File: src/rtl/sqrt_pkg.sv
// sqrt_pkg: shared state type and width helpers for the iterative square root
package sqrt_pkg;
   typedef enum logic [1:0] {IDLE, CALC, FIX, DONE} state_t;
   function automatic int root_w(input int w);
      return w / 2;
   endfunction
   function automatic int rem_w(input int w);
      return w / 2 + 1;
   endfunction
   function automatic bit width_ok(input int w);
      return w >= 4 && w % 2 == 0;
   endfunction
endpackage

File: src/rtl/sqrt_iter_pipe_if.sv
// sqrt_iter_pipe_if: radicand in / root+remainder out valid-ready bundle
interface sqrt_iter_pipe_if import sqrt_pkg::*; #(parameter int WIDTH = 16);
   localparam int RW = root_w(WIDTH);
   localparam int REMW = rem_w(WIDTH);
   logic             in_valid;
   logic             in_ready;
   logic [WIDTH-1:0] in_data;
   logic             out_valid;
   logic             out_ready;
   logic [RW-1:0]    out_root;
   logic [REMW-1:0]  out_rem;
   logic             busy;
   modport master (output in_valid, in_data, out_ready,
                   input  in_ready, out_valid, out_root, out_rem, busy);
   modport slave  (input  in_valid, in_data, out_ready,
                   output in_ready, out_valid, out_root, out_rem, busy);
endinterface

File: src/rtl/sqrt_step.sv
// sqrt_step: one combinational non-restoring square-root iteration
module sqrt_step #(parameter int RW = 8) (
   input  logic [RW-1:0] q,
   input  logic [RW+1:0] r,
   input  logic [1:0]    pair,
   output logic [RW-1:0] q_n,
   output logic [RW+1:0] r_n
);
   // r is two's complement; the top two bits of {r,pair} are dropped since the result always fits
   assign r_n = r[RW+1] ? (RW+2)'({r, pair} + (RW+4)'({q, 2'b11}))
                        : (RW+2)'({r, pair} - (RW+4)'({q, 2'b01}));
   assign q_n = RW'({q, ~r_n[RW+1]});
endmodule

File: src/rtl/sqrt_iter_pipe.sv
// sqrt_iter_pipe: sequential floor(sqrt(x)) and remainder, one root bit per clock
module sqrt_iter_pipe import sqrt_pkg::*; #(parameter int WIDTH = 16) (
   input logic clk,
   input logic rst_n,
   sqrt_iter_pipe_if.slave s
);
   localparam int RW = root_w(WIDTH);
   localparam int REMW = rem_w(WIDTH);
   localparam int CW = $clog2(RW);
   if (!width_ok(WIDTH)) begin : g_bad_width
      $error("sqrt_iter_pipe: WIDTH must be even and >= 4");
   end
   state_t state, state_n;
   logic [CW-1:0] cnt;
   logic [WIDTH-1:0] sr;
   logic [RW-1:0] q, q_n;
   logic [RW+1:0] r, r_n, r_fix;
   logic last;
   sqrt_step #(.RW(RW)) u_step (.q, .r, .pair(sr[WIDTH-1 -: 2]), .q_n, .r_n);
   assign last = cnt == CW'(RW - 1);
   assign r_fix = r[RW+1] ? r + {1'b0, q, 1'b1} : r;
   assign s.in_ready = state == IDLE;
   assign s.out_valid = state == DONE;
   assign s.busy = state == CALC || state == FIX;
   always_ff @(posedge clk or negedge rst_n)
      if (!rst_n) state <= IDLE;
      else state <= state_n;
   always_comb begin
      state_n = state;
      unique case (state)
         IDLE: state_n = s.in_valid ? CALC : IDLE;
         CALC: state_n = last ? FIX : CALC;
         FIX:  state_n = DONE;
         DONE: state_n = s.out_ready ? IDLE : DONE;
      endcase
   end
   always_ff @(posedge clk or negedge rst_n) begin
      if (!rst_n) begin
         sr <= '0;
         q <= '0;
         r <= '0;
         cnt <= '0;
         s.out_root <= '0;
         s.out_rem <= '0;
      end else begin
         unique case (state)
            IDLE: if (s.in_valid) begin
               sr <= s.in_data;
               q <= '0;
               r <= '0;
               cnt <= '0;
            end
            CALC: begin
               sr <= sr << 2;
               q <= q_n;
               r <= r_n;
               cnt <= cnt + CW'(1);
            end
            FIX: begin
               s.out_root <= q;
               s.out_rem <= REMW'(r_fix);
            end
            DONE: ;
         endcase
      end
   end
endmodule

File: src/flat_wrapper.sv
// flat-port wrapper written by rule: the top's interface ports become plain ports
module sqrt_iter_pipe_flat import sqrt_pkg::*;
#(parameter int WIDTH = 16)
  (clk, rst_n, s_in_valid, s_in_data, s_out_ready, s_in_ready, s_out_valid, s_out_root, s_out_rem, s_busy);
  sqrt_iter_pipe_if #(.WIDTH(WIDTH)) s_i ();
  input logic clk;
  input logic rst_n;
  input wire logic [$bits(s_i.in_valid)-1:0] s_in_valid;
  input wire logic [$bits(s_i.in_data)-1:0] s_in_data;
  input wire logic [$bits(s_i.out_ready)-1:0] s_out_ready;
  output wire logic [$bits(s_i.in_ready)-1:0] s_in_ready;
  output wire logic [$bits(s_i.out_valid)-1:0] s_out_valid;
  output wire logic [$bits(s_i.out_root)-1:0] s_out_root;
  output wire logic [$bits(s_i.out_rem)-1:0] s_out_rem;
  output wire logic [$bits(s_i.busy)-1:0] s_busy;
  assign s_i.in_valid = s_in_valid;
  assign s_i.in_data = s_in_data;
  assign s_i.out_ready = s_out_ready;
  assign s_in_ready = s_i.in_ready;
  assign s_out_valid = s_i.out_valid;
  assign s_out_root = s_i.out_root;
  assign s_out_rem = s_i.out_rem;
  assign s_busy = s_i.busy;
  sqrt_iter_pipe #(.WIDTH(WIDTH)) u_core (.clk(clk), .rst_n(rst_n), .s(s_i));
endmodule
File: config.mk
export PLATFORM = sky130hd
export DESIGN_NAME = sqrt_iter_pipe_flat
export DESIGN_NICKNAME = d
export VERILOG_FILES = /design/src/rtl/sqrt_pkg.sv /design/src/rtl/sqrt_iter_pipe_if.sv /design/src/rtl/sqrt_step.sv /design/src/rtl/sqrt_iter_pipe.sv /design/src/flat_wrapper.sv
export SDC_FILE = /design/constraint.sdc
export NUM_CORES = 1
export LEC_CHECK = 0
export CAP_MARGIN = 20
export CELL_PAD_IN_SITES_DETAIL_PLACEMENT = 0
export CELL_PAD_IN_SITES_GLOBAL_PLACEMENT = 1
export CORE_MARGIN = 2
export CORE_UTILIZATION = 43
export DETAILED_ROUTE_END_ITERATION = 7
export GPL_TIMING_DRIVEN = 1
export PLACE_DENSITY_LB_ADDON = 0.1
export SYNTH_ARGS = -nofsm -noshare
export SYNTH_HDL_FRONTEND = slang
export SYNTH_SLANG_ARGS = --single-unit
File: constraint.sdc
create_clock -name clk -period 2.9 [get_ports clk]
set_input_delay 0.58 -clock clk [delete_from_list [all_inputs] [get_ports clk]]
set_output_delay 0.58 -clock clk [all_outputs]
set_load 0.01 [all_outputs]
==> results.py <==
metrics = {
    "critical_path": {
        "ff2ff_setup_slack_ns": 0.58,
        "end_kind": "output port",
        "cpPeakStageDelay_ns": 0.61,
        "crit_family": "buffers and inverters",
        "path_class": "reg -> out",
        "cp_cell_sequence": "inv_1 -> ha_1 -> clkdlybuf4s50_1",
        "critPathArrivalTime_ns": 1.79,
        "cp_max_fo": 9,
        "cp_slowest_cell": "clkdlybuf4s50_1",
        "worst_ep_required_time_ns": 2.32,
        "worst-path-buf-inv": 2,
        "startpoint_type": "register",
    },
    "synth": {
        "synth-compound-area-share": 0.162,
        "async_reset_ff_frac": 1.00,
        "syn_area_um2": 3190,
        "ys_top_cells_by_area": "dfrtp_1 44%, ha_1 8.2%, nand2_1 6.1%, mux2i_1 5.6%, o21ai_0 5.3%",
        "ys_seq_area_frac": 0.439,
        "avgSynthCellArea_um2": 9.66,
        "yosys.area.top_type": "dfrtp_1",
        "yosys.area_share.adder": 0.0887,
        "synth_mux_area_frac": 0.0883,
        "yosys.area_share.simple": 0.126,
        "synth_xor_area_frac": 0.0549,
        "synth_top_family_by_area": "compound AO/OA/AOI/OAI gates",
        "ys.flop_type": "dfrtp_1",
        "synth_seq_cells": 56,
        "synth_top_area_frac": 0.439,
        "syn_inst": 330,
        "synth_edf_count": 0,
        "yosysWarnings": 0,
        "synthDistinctLibCells": 44,
        "syn-num-nets": 372,
    },
    "routing": {
        "ant_nets": 0,
        "drtPass1Iterations": 4,
        "drtIter0Drc": 50,
        "via_per_inst": 5.12,
        "route.detailed.drc": 0,
        "routedWlPerCell_um": 13.8,
        "routed_wl_um": 6440,
        "num_vias": 2391,
    },
    "status": {
        "status": "completed",
    },
    "floorplan": {
        "design.die.area_um2": 8120,
        "core_region_area_um2": 7210,
        "die_w_um": 90.1,
        "row_count": 31,
        "fp.dieH_um": 90.1,
        "num_io_pins": 40,
        "start_util": 0.442,
    },
    "clock_tree": {
        "cts_tree": "done",
        "cts.htree.levels": 2,
        "hold_buffers": 0,
        "clock-sinks": 56,
        "clk_latency_ns": 0.31,
        "cts_made_buffers": 5,
        "cts_setup_buffers": 0,
        "clock-root-buffer": "clkbuf_8",
        "cts_resized": 0,
        "cts_max_path_buffers": 2,
        "path_clk_slew_ns": 0.10,
    },
    "timing": {
        "setup_tns_ns": 0,
        "slew_headroom": 0.571,
        "holdWs_ns": 0.267,
        "fin_worst_skew_ns": 0.00710,
        "drv_slew": 0,
        "hold_violations": 0,
        "rsz0062_at_grt": "no",
        "finalCritPeriodShare": 0.816,
        "setup_viol": 0,
        "fmax_mhz": 423,
        "worstMarginPinSlew_ns": 0.630,
        "fin_crit_ns": 2.37,
    },
    "global_route": {
        "grt-ovfl-total": 0,
        "grt_max_degree": 34,
        "first_global_vias": 2303,
        "grt_use_total": 0.168,
        "antenna_found_initial": 0,
        "grt_pass1_wl_um": 11100,
    },
    "placement": {
        "dpl.hpwl_um": 4620,
        "port_buffers": 39,
        "gp_congestion": 0.872,
    },
    "finish": {
        "drive_gt1_frac": 0.0761,
        "layout_commonest_cell": "dfrtp_1",
        "fill_cells": 680,
        "layout_common_cells": "56 x dfrtp_1, 52 x nand2_1, 38 x clkdlybuf4s50_1",
        "areaGrowthSynthToFinish_pct": 18.5,
        "layout.nets": 409,
        "diodes": 0,
    },
    "flow_run": {
        "max-cap-violations": 0,
    },
    "pwr": {
        "vdd_drop_max_mv": 0.490,
        "leakage_nw": 1.72,
        "switching_share": 0.431,
        "combPwrFrac": 0.558,
        "seq_power_share": 0.331,
        "total_power_mw": 4.05,
        "netSwitchingPower_mw": 1.74,
        "power.share.clock": 0.111,
        "powerDensity_nw_per_um2": 1070,
        "internal_power_mw": 2.30,
    },
    "worst_hold_path": {
        "hp-class": "in -> async",
    },
}
## worst register-to-register path, cell delays in order, from the launching register on
cell     delay, ns
dfrtp_1       0.69
buf_4         0.27
xnor2_1       0.13
ha_1          0.30
a21oi_1       0.19
o21ai_0       0.13
a41oi_2       0.18
xnor2_1       0.13
a22o_1        0.21
## power by group through the flow
stage / logic [mW] / clock network (mW) / registers, mW
floorplan: 1.75 / 0 / 1.28
global placement: 2.24 / 0 / 1.35
detailed placement: 2.28 / 0 / 1.36
CTS: 2.29 / 0.461 / 1.34
global route: 2.56 / 0.488 / 1.39
finish: 2.26 / 0.448 / 1.34
## state kept, by name, indices dropped and copies added (netlist names)
signal	count
u_core.sr	16
u_core.r	10
u_core.s.out_rem	9
u_core.q	8
u_core.s.out_root	8
u_core.cnt	3
u_core.state	2
## synth_stat cells, types with 4 or more instances
master,number
xor2_1,7
nor2_1,14
nor2b_1,5
buf_2,12
o31ai_1,5
a21oi_1,15
nand2_1,52
o21ai_0,34
mux2i_1,18
a31oi_1,4
mux2_2,9
inv_1,12
a211oi_1,5
nand2b_1,4
ha_1,21
nand3_1,6
xnor2_1,13
dfrtp_1,56
## logic make-up after synthesis
kind of cell,count (synthesis)
and+or+nand+nor,92
buffers and inverters,30
AOI/OAI and AO/OA,83
adders and majority gates,22
DFF,56
muxes,27
xor gates and xnor gates,20
## final timing paths
| check | start | to | depth (start not counted) |
|---|---|---|---|
| max | u_core.state[0] | s_in_ready | 3 |
| min | rst_n | u_core.s.out_rem[0] | 1 |
| max reg2reg | u_core.r[9] | u_core.q[0] | 8 |
| min reg2reg | u_core.sr[11] | u_core.sr[11] | 2 |
| max in group asynchronous | rst_n | u_core.state[0] | 2 |
| min in group clk | u_core.sr[11] | u_core.sr[11] | 2 |
## cell type report
type | instances | area, µm² | share of cell area
Multi-Input combinational cell | 244 | 1670 | 0.443
Sequential cell | 56 | 1400 | 0.371
Timing Repair Buffer | 46 | 438 | 0.116
Tap cell | 99 | 124 | 0.0328
Clock buffer | 8 | 90.1 | 0.0238
Inverter | 14 | 52.6 | 0.0139
## per-stage QoR
| stage | util | setup WS, ns | cell area, µm² | instances |
|---|---|---|---|---|
| global route | 0.524 | 0.415 | 3780 | 467 |
| detailed placement | 0.511 | 0.600 | 3690 | 459 |
| finish | 0.524 | 0.534 | 3780 | 467 |
| floorplan | - | 0.821 | 3190 | 330 |
| CTS | 0.524 | 0.502 | 3780 | 467 |
| global placement | 0.511 | 0.600 | 3690 | 459 |
## per-layer routing
layer | up-vias | part of all wire | global-route usage
met4 | 0 | 0.0099 | 0.0513
met5 | - | 0 | 0
li1 | 1227 | - | -
met3 | 4 | 0.030 | 0.0319
met1 | 1120 | 0.48 | 0.220
met2 | 40 | 0.48 | 0.284
No activity file was read; power rests on OpenSTA's default activity.
